==> src/rtl/vga_timing_pkg.sv <==
// Shared timing constants for the VGA timing generator: standard mode sets,
// default counter width, delay-pipeline bounds and the generator state type.
package vga_timing_pkg;

    // 800x600 @ 60 Hz (40 MHz pixel clock)
    localparam int SVGA_H_ACTIVE = 800;
    localparam int SVGA_H_FP     = 40;
    localparam int SVGA_H_SYNC   = 128;
    localparam int SVGA_H_BP     = 88;
    localparam int SVGA_V_ACTIVE = 600;
    localparam int SVGA_V_FP     = 1;
    localparam int SVGA_V_SYNC   = 4;
    localparam int SVGA_V_BP     = 23;

    // 640x480 @ 60 Hz (25.175 MHz pixel clock), negative syncs
    localparam int VGA_H_ACTIVE  = 640;
    localparam int VGA_H_FP      = 16;
    localparam int VGA_H_SYNC    = 96;
    localparam int VGA_H_BP      = 48;
    localparam int VGA_V_ACTIVE  = 480;
    localparam int VGA_V_FP      = 10;
    localparam int VGA_V_SYNC    = 2;
    localparam int VGA_V_BP      = 33;

    localparam int DEFAULT_CW    = 12;
    localparam int PIPE_DLY_MIN  = 1;
    localparam int PIPE_DLY_MAX  = 8;

    typedef enum logic {ST_IDLE, ST_RUN} gen_state_t;

    // Bits needed to hold the values 0..total-1.
    function automatic int count_bits(input int total);
        return (total <= 1) ? 1 : $clog2(total);
    endfunction

endpackage

==> src/rtl/vga_delay_line.sv <==
// Fixed-depth shift register with a synchronous reset value; used to align
// the sync/blank outputs a constant number of cycles behind the counters.
module vga_delay_line #(
    parameter int               WIDTH   = 1,
    parameter int               DEPTH   = 2,
    parameter logic [WIDTH-1:0] RST_VAL = '0
) (
    input  logic             pixel_clk,
    input  logic             rst,
    input  logic [WIDTH-1:0] d,
    output logic [WIDTH-1:0] q
);

    logic [WIDTH-1:0] stage_p [DEPTH];

    always_ff @(posedge pixel_clk) begin
        if (rst) begin
            for (int i = 0; i < DEPTH; i++) stage_p[i] <= RST_VAL;
        end else begin
            stage_p[0] <= d;
            for (int i = 1; i < DEPTH; i++) stage_p[i] <= stage_p[i-1];
        end
    end

    assign q = stage_p[DEPTH-1];

endmodule

==> src/rtl/vga_timing_gen.sv <==
// VGA timing generator: pixel/line counters with frame-aligned start/stop,
// sync/active-video outputs delayed PIPE_DLY cycles, and a frame counter.
module vga_timing_gen
    import vga_timing_pkg::*;
#(
    parameter int H_ACTIVE = SVGA_H_ACTIVE,
    parameter int H_FP     = SVGA_H_FP,
    parameter int H_SYNC   = SVGA_H_SYNC,
    parameter int H_BP     = SVGA_H_BP,
    parameter int V_ACTIVE = SVGA_V_ACTIVE,
    parameter int V_FP     = SVGA_V_FP,
    parameter int V_SYNC   = SVGA_V_SYNC,
    parameter int V_BP     = SVGA_V_BP,
    parameter int H_POL    = 1,
    parameter int V_POL    = 1,
    parameter int CW       = DEFAULT_CW,
    parameter int PIPE_DLY = 2
) (
    input  logic          pixel_clk,
    input  logic          rst,
    input  logic          en,
    output logic [CW-1:0] hcount,
    output logic [CW-1:0] vcount,
    output logic          hs,
    output logic          vs,
    output logic          de,
    output logic          blank,
    output logic          line_start,
    output logic          frame_start,
    output logic [7:0]    frame_cnt,
    output logic          running
);

    localparam int H_TOTAL = H_ACTIVE + H_FP + H_SYNC + H_BP;
    localparam int V_TOTAL = V_ACTIVE + V_FP + V_SYNC + V_BP;

    if (CW < count_bits(H_TOTAL) || CW < count_bits(V_TOTAL)) begin : g_cw_check
        $error("vga_timing_gen: CW=%0d cannot hold H_TOTAL-1=%0d / V_TOTAL-1=%0d",
               CW, H_TOTAL - 1, V_TOTAL - 1);
    end
    if (PIPE_DLY < PIPE_DLY_MIN || PIPE_DLY > PIPE_DLY_MAX) begin : g_dly_check
        $error("vga_timing_gen: PIPE_DLY=%0d out of range", PIPE_DLY);
    end

    localparam logic [CW-1:0] H_LAST   = CW'(H_TOTAL - 1);
    localparam logic [CW-1:0] V_LAST   = CW'(V_TOTAL - 1);
    localparam logic [CW-1:0] H_ACT_C  = CW'(H_ACTIVE);
    localparam logic [CW-1:0] V_ACT_C  = CW'(V_ACTIVE);
    localparam logic [CW-1:0] HS_START = CW'(H_ACTIVE + H_FP);
    localparam logic [CW-1:0] HS_END   = CW'(H_ACTIVE + H_FP + H_SYNC);
    localparam logic [CW-1:0] VS_START = CW'(V_ACTIVE + V_FP);
    localparam logic [CW-1:0] VS_END   = CW'(V_ACTIVE + V_FP + V_SYNC);
    localparam logic          HS_ON    = (H_POL != 0);
    localparam logic          VS_ON    = (V_POL != 0);

    gen_state_t state;

    // Stops are only taken on the last pixel of a frame, so a late en
    // re-assertion simply cancels the pending stop.
    always_ff @(posedge pixel_clk) begin
        if (rst) begin
            state     <= ST_IDLE;
            hcount    <= '0;
            vcount    <= '0;
            frame_cnt <= '0;
        end else begin
            if (frame_start) frame_cnt <= frame_cnt + 8'd1;
            case (state)
                ST_IDLE: begin
                    hcount <= '0;
                    vcount <= '0;
                    if (en) state <= ST_RUN;
                end
                ST_RUN: begin
                    if (hcount == H_LAST) begin
                        hcount <= '0;
                        if (vcount == V_LAST) begin
                            vcount <= '0;
                            if (!en) state <= ST_IDLE;
                        end else begin
                            vcount <= vcount + CW'(1);
                        end
                    end else begin
                        hcount <= hcount + CW'(1);
                    end
                end
                default: state <= ST_IDLE;
            endcase
        end
    end

    assign running     = (state == ST_RUN);
    assign line_start  = running && (hcount == '0);
    assign frame_start = line_start && (vcount == '0);

    logic hs_act, vs_act, de_raw;
    logic [2:0] raw_p0, dly_pn;

    assign hs_act = running && (hcount >= HS_START) && (hcount < HS_END);
    assign vs_act = running && (vcount >= VS_START) && (vcount < VS_END);
    assign de_raw = running && (hcount < H_ACT_C) && (vcount < V_ACT_C);
    assign raw_p0 = {hs_act ? HS_ON : ~HS_ON, vs_act ? VS_ON : ~VS_ON, de_raw};

    vga_delay_line #(
        .WIDTH   (3),
        .DEPTH   (PIPE_DLY),
        .RST_VAL ({~HS_ON, ~VS_ON, 1'b0})
    ) u_dly (
        .pixel_clk (pixel_clk),
        .rst       (rst),
        .d         (raw_p0),
        .q         (dly_pn)
    );

    assign hs    = dly_pn[2];
    assign vs    = dly_pn[1];
    assign de    = dly_pn[0];
    assign blank = ~dly_pn[0];

endmodule

==> config.mk <==
export PLATFORM = sky130hd
export DESIGN_NAME = vga_timing_gen
export DESIGN_NICKNAME = d
export VERILOG_FILES = /design/src/rtl/vga_timing_pkg.sv /design/src/rtl/vga_delay_line.sv /design/src/rtl/vga_timing_gen.sv
export SDC_FILE = /design/constraint.sdc
export NUM_CORES = 1
export LEC_CHECK = 0
export ABC_AREA = 1
export BUFFER_PORTS_ARGS = -buffer_cell sky130_fd_sc_hd__buf_2
export CORE_MARGIN = 2
export CORE_UTILIZATION = 41
export CTS_BUF_LIST = sky130_fd_sc_hd__clkbuf_8 sky130_fd_sc_hd__clkbuf_16
export CTS_CLUSTER_SIZE = 12
export DETAILED_ROUTE_END_ITERATION = 6
export PLACE_DENSITY = 0.6
export SETUP_SLACK_MARGIN = 0.2
export SYNTH_ARGS = -nofsm -noshare
export SYNTH_HDL_FRONTEND = slang
export SYNTH_SLANG_ARGS = --single-unit
export TNS_END_PERCENT = 100
==> constraint.sdc <==
create_clock -name pixel_clk -period 1.88 [get_ports pixel_clk]
set_input_delay 0.188 -clock pixel_clk [delete_from_list [all_inputs] [get_ports pixel_clk]]
set_output_delay 0.188 -clock pixel_clk [all_outputs]
set_load 0.005 [all_outputs]
==> Yosys cells after proc, flatten, opt, wreduce, memory -nomap -nowiden <==
Memory sizes are Yosys's and may differ from the RTL's.
Index checks and enable logic that the tools add are counted.
{ "word_totals": {"register_bits": 33, "ramBits": 6, "output_inout_bits": 39, "wordCells": 47, "mem_count": 1} }
{ "classes": {"n_addsub": 3, "magnitude_cmp": 6, "eq_ne": 3, "n_mux": 16, "bitwise_logic": 4, "reduce_logical": 10} }
{ "mem_list": {"columns": ["name", "words", "word_bits", "read_ports", "rd_clocked_by_memory_dff", "write_ports", "line_no", "rtl"], "rows": [
  ["u_dly.stage_p", 2, 3, 2, 0, 2, "vga_delay_line.sv:14", "logic [WIDTH-1:0] stage_p [DEPTH];"]
]} }
{ "ops": {"columns": ["cell", "count"], "rows": [
  ["12-bit by 10-bit < comparator with 1-bit output, second input constant", 4],
  ["12-bit one-hot mux with 2 select lines", 2],
  ["12-bit two-way mux", 3],
  ["12-bit by 1-bit adder with 12-bit output, second input constant", 2],
  ["12-bit by 10-bit >= comparator with 1-bit output, second input constant", 2],
  ["12-bit logical NOT", 2],
  ["12-bit by 10-bit == test with 1-bit output, second input constant", 1],
  ["12-bit by 11-bit == test with 1-bit output, second input constant", 1],
  ["8-bit by 1-bit adder with 8-bit output, second input constant", 1],
  ["1-bit logical AND", 8],
  ["1-bit two-way mux", 8],
  ["3-bit two-way mux", 2],
  ["2-bit by 1-bit inequality test with 1-bit output, second input constant", 1],
  ["1-bit NOT", 2],
  ["1-bit OR", 2],
  ["1-bit one-hot mux with 2 select lines", 1]
]} }

==> Longest topological paths before layout <==
Gate-level depths: netlist of run 1.
{ "logic_depth": {"ltp_word": 5, "mapped_depth": 11, "depth_no_buf": 11} }

==> Hierarchy <==
A second synthesis of run 1 with hierarchy kept.
{ "unflattened": {"cells_unflattened": 340, "area_unflattened_um2": 2188.3} }
{ "modules_own_cells": {"columns": ["mod", "instances", "cells_each", "area_each_um2", "seq_area_each_um2"], "rows": [
  ["vga_timing_gen", 1, 319, 2000.7, 660.6],
  ["vga_delay_line", 1, 21, 187.7, 120.1]
]} }

==> Least setup slack after synthesis of run 1 <==
OpenSTA, ideal clock, no wires.
{ "synth_path": {"path_type": "register to register", "start": "register hcount[0]", "end": "register vcount[5]", "setup_time_ns": 0.115, "t_arrival_ns": 1.302, "required_time_ns": 1.765, "setup_slack_ns": 0.463, "stages_incl_launch_ff": 10, "cell_sequence": "dfxtp_1 > ha_1 > nand3_2 > nor2_4 > nand2_4 > nand2_4 > buf_12 > nand3_1 > nand3_1 > nor2_1"} }
{ "synth_via": {"elab_chain_len": 2} }
{ "synth_lines": {"columns": ["item", "line_no", "rtl"], "rows": [
  ["start, declared", "vga_timing_gen.sv:22", "output logic [CW-1:0] hcount,"],
  ["start signal, assigned", "vga_timing_gen.sv:84", "hcount <= hcount + CW'(1);"],
  ["12-bit by 11-bit == test with 1-bit output", "vga_timing_gen.sv:75", "if (hcount == H_LAST) begin"],
  ["2-bit by 1-bit inequality test with 1-bit output (no line)", null, null],
  ["end signal, assigned", "vga_timing_gen.sv:81", "vcount <= vcount + CW'(1);"],
  ["end, declared", "vga_timing_gen.sv:23", "output logic [CW-1:0] vcount,"]
]} }
No other way between the ends.
A chain may end at the register's enable or synchronous reset.

==> Final worst setup path of run 1 <==
{ "layout_path": {"start": "register hcount[1]", "end": "output frame_start"} }
{ "layout_via": {"elab_chain_len": 3} }
{ "layout_lines": {"columns": ["item", "line_no", "rtl"], "rows": [
  ["12-bit logical NOT", "vga_timing_gen.sv:93", "assign line_start = running && (hcount == '0);"],
  ["1-bit logical AND", "vga_timing_gen.sv:93", null],
  ["1-bit logical AND", "vga_timing_gen.sv:94", "assign frame_start = line_start && (vcount == '0);"],
  ["end, declared", "vga_timing_gen.sv:29", "output logic frame_start,"]
]} }
No other way between the ends.

==> results.sh, run 1 <==
export IMPL_status="finished, final reports clean"
export IMPL_die_y_um=76.83
export IMPL_cp_arrival_ns=1.44
export IMPL_internal_power_mw=1.223
export IMPL_synthTopCellsByCount="nand2_1 (76), inv_1 (51), nor2_1 (51), dfxtp_1 (39), nand3_1 (21)"
export IMPL_gp_congestion=0.9194
export IMPL_swShare=0.2703
export IMPL_chipWidth_um=76.83
export IMPL_yosys_warnings=0
export IMPL_slew_violations=0
export IMPL_crit_required_ns=1.69
export IMPL_ir_worst_vdd_mv=0.4013
export IMPL_p_leak_nw=1.315
export IMPL_holdPathStages=3
export IMPL_routedWlPerCell_um=12.05
export IMPL_dpl_hpwl_um=3996
export IMPL_path_clk_slew_ns=0.08
export IMPL_htreeDepth=2
export IMPL_tightest_slew_ns=0.3754
export IMPL_syn_area_per_cell_um2=6.753
export IMPL_crit_type="reg2out"
export IMPL_hold_class="in2reg"
export IMPL_port_buffers=41
export IMPL_finalHoldViolations=0
export IMPL_clock_power_share=0.350
export IMPL_drive_above_1_share=0.2312
export IMPL_area_delta_synth_final_pct=18.87
export IMPL_ys_async_sr_fraction=0
export IMPL_fmax_mhz=615.3
export IMPL_core_um2=5107
export IMPL_period_needed_ns=1.625
export IMPL_drt_met1_wl_um=2389
export IMPL_rr_worst_depth=8
export IMPL_yosys_area_top_type_share=0.3590
export IMPL_ff2ff_setup_slack_ns=0.37
export IMPL_synth_edf_count=0
export IMPL_vias_per_cell=4.844
export IMPL_vias=2141
export IMPL_slew_headroom=0.7488
export IMPL_power_density_nw_per_um2=648.2
export IMPL_p_comb_frac=0.134
export IMPL_overflow=0
export IMPL_synth_area_um2=2175
export IMPL_r2r_start="hcount[0]$_SDFF_PP0_"
export IMPL_antennaDiodeCount=0
export IMPL_finalNetCount=382
export IMPL_antenna_found_initial=0
export IMPL_setup_slack_ns=0.2547
export IMPL_critPathLaunchType="flip-flop"
export IMPL_switching_power_mw=0.4529
export IMPL_clock_latency_ns=0.30
export IMPL_io_pins=42
export IMPL_wl_met3_um=229
export IMPL_route_detailed_drc=0
export IMPL_yosysMostFrequentCell="nand2_1"
export IMPL_die_area_um2=5902
export IMPL_cts_buffer_depth=2
export IMPL_dr_wl_met2_um=2624
export IMPL_ys_ff_latch=39
export IMPL_yosys_most_used_dff="dfxtp_1"
export IMPL_cts_sinks=39
export IMPL_wl_um=5328
export IMPL_end_kind="primary output"
export IMPL_cts_tree="built"
export IMPL_setup_violations=0
export IMPL_hold_worst_slack_ns=0.09839
export IMPL_yosysUniqueCellTypes=31
export IMPL_ys_top_cells_by_area="dfxtp_1 (36%), nand2_1 (13%), inv_1 (8.8%)"
export IMPL_seq_area_frac_synth=0.3590
export IMPL_path_max_fanout=3
export IMPL_grt_max_degree=14
export IMPL_fin_tns_setup_ns=0
export IMPL_grt_usage=0.1897
export IMPL_synth_top_area_cell="dfxtp_1"
export IMPL_grt_pass1_vias=1964
export IMPL_rsz0062_at_grt="yes"
export IMPL_initial_core_util=0.4258
export IMPL_rows=26
export IMPL_grt_pass1_wl_um=8997
export IMPL_r2r_end="vcount[0]$_SDFFE_PP0P_"
export IMPL_drv_cap=0
export IMPL_cts_inserted_buffers=5
export IMPL_top_layer="met4"
export IMPL_finClkSkew_ns=0.01206
export IMPL_netlist_instances=322
export IMPL_hold_start="en"
export IMPL_sequentialPowerShare=0.516
export IMPL_drt_pass1_iter_count=4
export IMPL_dp_slack_ns=0.3195
export IMPL_hold_end="running$_SDFF_PP0_"
export IMPL_syn_nets=332
export IMPL_ant_nets=0
export IMPL_drt_iter0_drc=110
export IMPL_min_period_over_period=0.8645
export IMPL_root_buffer="clkbuf_8"
## flip-flops by register name (all words and copies together) (netlist names)
register / count
vcount: 12
running: 1
u_dly.stage_p: 6
frame_cnt: 8
hcount: 12
## critical path, stage by stage (launching register included)
cell,delay (ns)
dfxtp_2,0.34
inv_2,0.08
ha_4,0.13
nand2_2,0.05
inv_2,0.05
nand2_2,0.04
nor2_2,0.11
nand2_2,0.11
nor2_4,0.14
buf_2,0.12
## cell families after synthesis
family	count (synthesis)	share of synthesized area
buffers and inverters	57	0.1087
flip-flops	39	0.3590
AO/OA/AOI/OAI	33	0.08401
adder cells (fa/ha/maj)	7	0.04027
AND/OR/NAND/NOR	183	0.3959
XOR/XNOR	3	0.01209
## layout make-up
class / instances / area, um2
multi-input combinational: 226 / 1175
clock buffer: 6 / 82.58
tap: 70 / 87.58
fill: 546 / 2522
timing repair buffer: 47 / 250.2
sequential: 39 / 785.8
clock inverter: 1 / 5.005
inverter: 53 / 198.9
## timing repair
action,in CTS,in global routing
setup endpoints to repair,1,5
pin swaps,1,4
gates resized for setup,1,12
buffers inserted,1,2
hold buffers,0,0
## metrics by stage
stage                     power (mW)  std cells  area, um2    util
after detailed placement       1.086        432       2452  0.4802
after global placement         1.083        432       2452  0.4802
after global routing           1.756        442       2585  0.5061
after CTS                      1.670        440       2547  0.4988
final                          1.676        442       2585  0.5061
after floorplan                1.031        322       2175       -
## cell usage in the layout (no fill, tap or decap), types with 5 or more instances in the layout
| master | Yosys | layout |
|---|---|---|
| inv_2 | 2 | 7 |
| a21oi_1 | 18 | 18 |
| inv_1 | 51 | 46 |
| buf_4 | 1 | 6 |
| dfxtp_1 | 39 | 35 |
| nor3_1 | 9 | 9 |
| nor2_1 | 51 | 51 |
| o21ai_0 | 7 | 7 |
| nand3_1 | 21 | 21 |
| clkbuf_8 | 0 | 6 |
| nand2_1 | 76 | 74 |
| buf_2 | 2 | 41 |
| nand2_2 | 3 | 5 |
| ha_1 | 7 | 6 |
## worst max path at each step
stage                            from                     end  cells after the start
2_1_floorplan    hcount[0]$_SDFF_PP0_  vcount[5]$_SDFFE_PP0P_                      9
3_3_place_gp     hcount[0]$_SDFF_PP0_  vcount[0]$_SDFFE_PP0P_                      8
3_5_place_dp     hcount[0]$_SDFF_PP0_  vcount[0]$_SDFFE_PP0P_                      8
4_1_cts        vcount[0]$_SDFFE_PP0P_             frame_start                      6
5_1_grt          hcount[1]$_SDFF_PP0_             frame_start                      9
6_report         hcount[1]$_SDFF_PP0_             frame_start                      9
## power by group through the flow
stage               clock [mW]  sequential [mW]  combinational (mW)
floorplan                    0            0.882               0.149
global placement             0            0.883               0.200
detailed placement           0            0.883               0.204
CTS                      0.598            0.863               0.209
global route             0.632            0.867               0.257
finish                   0.586            0.865               0.225
## layer usage
metal	up-vias	global-route usage
met3	9	0.03882
met5	-	0
li1	1111	-
met2	46	0.3368
met1	975	0.2258
met4	0	0.06545
Note: power is estimated with default switching activity, not from simulation.
==> inputs of run 2 (changes only) <==
- CTS_BUF_LIST: sky130_fd_sc_hd__clkbuf_8 sky130_fd_sc_hd__clkbuf_16 -> sky130_fd_sc_hd__clkbuf_16
- SLEW_MARGIN: not set -> 20
- clock period: 1.88 -> 1.6 ns (I/O delays scaled with it)
==> results.sh, run 2 (synthesized netlist as in run 1, its figures left out) <==
export IMPL_layout_commonest_cell="nand2_1"
export IMPL_core_um2=5107
export IMPL_vias=2197
export IMPL_cts_tree="built"
export IMPL_finalHoldViolations=0
export IMPL_top_layer="met4"
export IMPL_antenna_found_initial=0
export IMPL_initial_core_util=0.4258
export IMPL_hold_class="in2reg"
export IMPL_stdcell_area_um2=2903
export IMPL_drt_iter0_drc=103
export IMPL_crit_required_ns=1.44
export IMPL_clock_latency_ns=0.28
export IMPL_p_leak_nw=1.428
export IMPL_ctsHoldBuffers=0
export IMPL_drv_cap=0
export IMPL_gp_congestion=0.9761
export IMPL_ir_worst_vdd_mv=0.5082
export IMPL_grt_pass1_wl_um=9404
export IMPL_dp_slack_ns=0.08999
export IMPL_port_buffers=41
export IMPL_route_detailed_drc=0
export IMPL_path_max_fanout=4
export IMPL_fmax_mhz=644.6
export IMPL_antennaDiodeCount=0
export IMPL_slew_violations=0
export IMPL_critPathLaunchType="flip-flop"
export IMPL_cts_sinks=39
export IMPL_setup_violations=0
export IMPL_p_comb_frac=0.116
export IMPL_ant_nets=0
export IMPL_switching_power_mw=0.6143
export IMPL_wl_met3_um=242
export IMPL_period_needed_ns=1.551
export IMPL_die_area_um2=5902
export IMPL_swShare=0.2346
export IMPL_grt_max_degree=14
export IMPL_drt_met1_wl_um=2520
export IMPL_sequentialPowerShare=0.390
export IMPL_path_clk_slew_ns=0.06
export IMPL_end_kind="primary output"
export IMPL_vias_per_cell=4.829
export IMPL_chipWidth_um=76.83
export IMPL_dpl_cell_area_um2=2479
export IMPL_tightest_slew_ns=0.3655
export IMPL_grt_usage=0.1964
export IMPL_rows=26
export IMPL_drt_pass1_iter_count=4
export IMPL_area_delta_synth_final_pct=33.49
export IMPL_htreeDepth=2
export IMPL_crit_type="reg2out"
export IMPL_slew_headroom=0.7555
export IMPL_layout_common_cells="nand2_1 (72), nor2_1 (49), inv_1 (43)"
export IMPL_drive_above_1_share=0.3065
export IMPL_setup_slack_ns=0.04859
export IMPL_overflow=0
export IMPL_internal_power_mw=2.005
export IMPL_rsz0062_at_grt="yes"
export IMPL_clock_power_share=0.494
export IMPL_routedWlPerCell_um=12.40
export IMPL_power_density_nw_per_um2=902.2
export IMPL_dpl_hpwl_um=3914
export IMPL_fin_util=0.5683
export IMPL_grt_pass1_vias=2094
export IMPL_finalNetCount=394
export IMPL_root_buffer="clkbuf_16"
export IMPL_dr_wl_met2_um=2763
export IMPL_reg_top3="hcount (12), vcount (12), frame_cnt (8)"
export IMPL_status="finished, final reports clean"
export IMPL_die_y_um=76.83
export IMPL_min_period_over_period=0.9696
export IMPL_fin_tns_setup_ns=0
export IMPL_finClkSkew_ns=0.005449
export IMPL_cp_arrival_ns=1.39
export IMPL_cts_inserted_buffers=5
export IMPL_io_pins=42
export IMPL_wl_um=5643
export IMPL_finalPower_mw=2.619
export IMPL_cts_buffer_depth=2
run 2: cell count changes in the layout (fill, tap and decap cells not counted), sizes merged:
cell,before,now
inv,53,54
nor2,55,56
clkinv,1,0
buf,47,58
bufinv,0,2
clkbuf,6,5
run 2: routing by layer:
| layer | vias to the layer above | global-route usage |
|---|---|---|
| li1 | 1138 | - |
| met1 | 983 | 0.2311 |
| met2 | 62 | 0.3535 |
| met3 | 14 | 0.03765 |
| met4 | 0 | 0.06909 |
| met5 | - | 0 |
run 2: metrics by stage:
step	hold slack, ns	std cells
after floorplan	0.2702	322
after global placement	0.3730	435
after detailed placement	0.3740	435
after CTS	0.09841	452
after global routing	0.1082	455
final	0.09866	455
run 2: timing repair:
action / 4_1_cts / 5_1_grt
pin swaps: 3 / 6
hold endpoints to repair: 0 / 0
resized for setup: 28 / 20
setup endpoints to repair: 22 / 35
cloned: 1 / 0
buffers inserted: 8 / 3
run 2: worst paths after layout:
path	from	to	slack, ns	depth (start not counted)
worst max-delay path	vcount[0]$_SDFFE_PP0P_	frame_start	0.05	6
worst min-delay path	en	running$_SDFF_PP0_	0.1	3
worst max register to register	hcount[0]$_SDFF_PP0_	vcount[2]$_SDFFE_PP0P_	0.12	9
worst min register to register	u_dly.stage_p[0][2]$_SDFF_PP0_	u_dly.stage_p[0][5]$_SDFF_PP0_	0.40	2
run 2: layout make-up:
cell class,instances,area [um2]
Sequential cell,39,792.0
Multi-Input combinational cell,227,1284
Timing Repair Buffer,58,344.1
Tap cell,70,87.58
Inverter,53,206.4
Clock inverter,3,63.81
Clock buffer,5,125.1
Fill cell,516,2205
run 2: power by group through the flow:
stage	combinational, mW	clock [mW]	sequential [mW]
finish	0.305	1.29	1.02
global route	0.340	1.35	1.02
CTS	0.288	1.31	1.02
detailed placement	0.238	0	1.04
global placement	0.238	0	1.04
floorplan	0.175	0	1.04
run 2: worst max-delay path, cell delays in order (launching register included):
cell	delay, ns
dfxtp_4	0.37
inv_4	0.06
ha_4	0.13
nand3_1	0.06
nand3b_1	0.21
nor2_4	0.15
buf_2	0.12
==> inputs of run 3 (changes only) <==
- SETUP_SLACK_MARGIN: 0.2 -> not set
==> results.sh, run 3 (synthesized netlist as in run 1, its figures left out) <==
export IMPL_critPathBufInv=3
export IMPL_period_needed_ns=1.562
export IMPL_critPathLaunch="hcount[1]$_SDFF_PP0_"
export IMPL_hold_end="running$_SDFF_PP0_"
export IMPL_tightest_slew_ns=0.3305
export IMPL_final_cells=446
export IMPL_stdcell_area_um2=2680
export IMPL_slew_headroom=0.7780
export IMPL_finalNetCount=385
export IMPL_finalHoldViolations=0
export IMPL_fin_util=0.5247
export IMPL_finClkSkew_ns=0.003614
export IMPL_hold_start="en"
export IMPL_r2r_start="hcount[0]$_SDFF_PP0_"
export IMPL_ant_nets=0
export IMPL_crit_type="reg2out"
export IMPL_route_detailed_drc=0
export IMPL_ir_worst_vdd_mv=0.3774
export IMPL_path_clk_slew_ns=0.06
export IMPL_cts_inserted_buffers=5
export IMPL_fin_tns_setup_ns=0
export IMPL_hold_worst_slack_ns=0.08951
export IMPL_setup_slack_ns=0.03785
export IMPL_vias_per_cell=4.706
export IMPL_p_leak_nw=1.356
export IMPL_area_sequential_um2=788.3
export IMPL_port_buffers=41
export IMPL_routedWlPerCell_um=11.63
export IMPL_rows=26
export IMPL_ff2ff_setup_slack_ns=0.15
export IMPL_fmax_mhz=640.1
export IMPL_cts_sinks=39
export IMPL_clock_latency_ns=0.28
export IMPL_grt_pass1_wl_um=8983
export IMPL_core_um2=5107
export IMPL_grt_pass1_vias=1958
export IMPL_drv_cap=0
export IMPL_multi_input_area_um2=1189
export IMPL_critPathLaunchType="flip-flop"
export IMPL_end_kind="primary output"
export IMPL_root_buffer="clkbuf_16"
export IMPL_drt_pass1_iter_count=4
export IMPL_power_density_nw_per_um2=831.3
export IMPL_cts_tree="built"
export IMPL_cp_arrival_ns=1.40
export IMPL_setup_violations=0
export IMPL_wl_um=5186
export IMPL_io_pins=42
export IMPL_crit_chain="inv_2, ha_4, nand2_1, inv_1, nand2_1, nor2_2, nand2_2, nor2_4, buf_2"
export IMPL_layout_common_cells="nand2_1 (76), nor2_1 (50), inv_1 (49)"
export IMPL_vias=2099
export IMPL_grt_usage=0.1883
export IMPL_path_max_fanout=3
export IMPL_status="finished, final reports clean"
export IMPL_dpl_cell_count=437
export IMPL_dpl_cell_area_um2=2490
export IMPL_grt_max_degree=14
export IMPL_crit_required_ns=1.44
export IMPL_crit_top_cell="nand2_1"
export IMPL_die_y_um=76.83
export IMPL_finalPower_mw=2.228
export IMPL_drt_iter0_drc=177
export IMPL_htreeDepth=2
export IMPL_cpMaxStageDelayCell="dfxtp_2"
export IMPL_overflow=0
export IMPL_holdPathStages=3
export IMPL_min_period_over_period=0.9763
export IMPL_r2r_end="vcount[0]$_SDFFE_PP0P_"
export IMPL_rsz0062_at_grt="yes"
export IMPL_fillers=530
export IMPL_dpl_hpwl_um=3982
export IMPL_area_delta_synth_final_pct=23.25
export IMPL_slew_violations=0
export IMPL_rr_worst_depth=8
export IMPL_antenna_found_initial=0
export IMPL_cts_buffer_depth=2
export IMPL_max_stage_delay_ns=0.33
export IMPL_gp_congestion=0.9547
export IMPL_dp_slack_ns=0.09826
export IMPL_drive_above_1_share=0.2340
export IMPL_cp_top_family="simple AND/OR/NAND/NOR gates"
export IMPL_reg_top3="hcount (12), vcount (12), frame_cnt (8)"
export IMPL_initial_core_util=0.4258
export IMPL_die_area_um2=5902
export IMPL_antennaDiodeCount=0
export IMPL_hold_class="in2reg"
export IMPL_chipWidth_um=76.83
export IMPL_layout_commonest_cell="nand2_1"
==> run 3: per-layer routing <==
metal / track usage / share of wire / vias up / wire length, um
met2: 0.3184 / 0.49 / 29 / 2541
met5: 0 / 0 / - / 0
met1: 0.2349 / 0.47 / 947 / 2422
met4: 0.07091 / 0.013 / 0 / 68
met3: 0.03882 / 0.030 / 6 / 153
li1: - / - / 1117 / -
==> run 3: worst register-to-register path, cell delays in order (launching register included) <==
cell	delay (ns)
dfxtp_4	0.37
ha_1	0.21
nand3_2	0.15
nor2_4	0.16
nand2_4	0.10
nand2_4	0.10
nand2_2	0.11
inv_1	0.10
nor3_1	0.04
==> run 3: cell type report <==
class / instances / share of cell area
Clock buffer: 5 / 0.04669
Clock inverter: 3 / 0.006069
Inverter: 53 / 0.07516
Multi-Input combinational cell: 226 / 0.4435
Sequential cell: 39 / 0.2941
Tap cell: 70 / 0.03268
Timing Repair Buffer: 50 / 0.1018
==> run 3: how the worst max path moves through the flow <==
stage	endpoint	slack [ns]	cells after the start
after CTS	line_start	0.002	9
after detailed placement	vcount[6]$_SDFFE_PP0P_	0.1	9
after global routing	frame_start	-0.05	9
after floorplan	vcount[5]$_SDFFE_PP0P_	0.18	9
final	frame_start	0.04	9
after global placement	vcount[6]$_SDFFE_PP0P_	0.14	9
==> run 3: timing repair <==
item                                    CTS  global route
endpoints found under the setup margin    1            12
hold buffers                              0             0
resized for setup                         2            13
pin swaps                                 1             4
cloned                                    0             0
setup buffers                             1             0
==> run 3: where the power goes <==
| part | switching (mW) | total, mW | internal, mW |
|---|---|---|---|
| Sequential | 0.0229 | 1.02 | 0.996 |
| Clock | 0.385 | 0.953 | 0.568 |
| Combinational | 0.157 | 0.256 | 0.0994 |
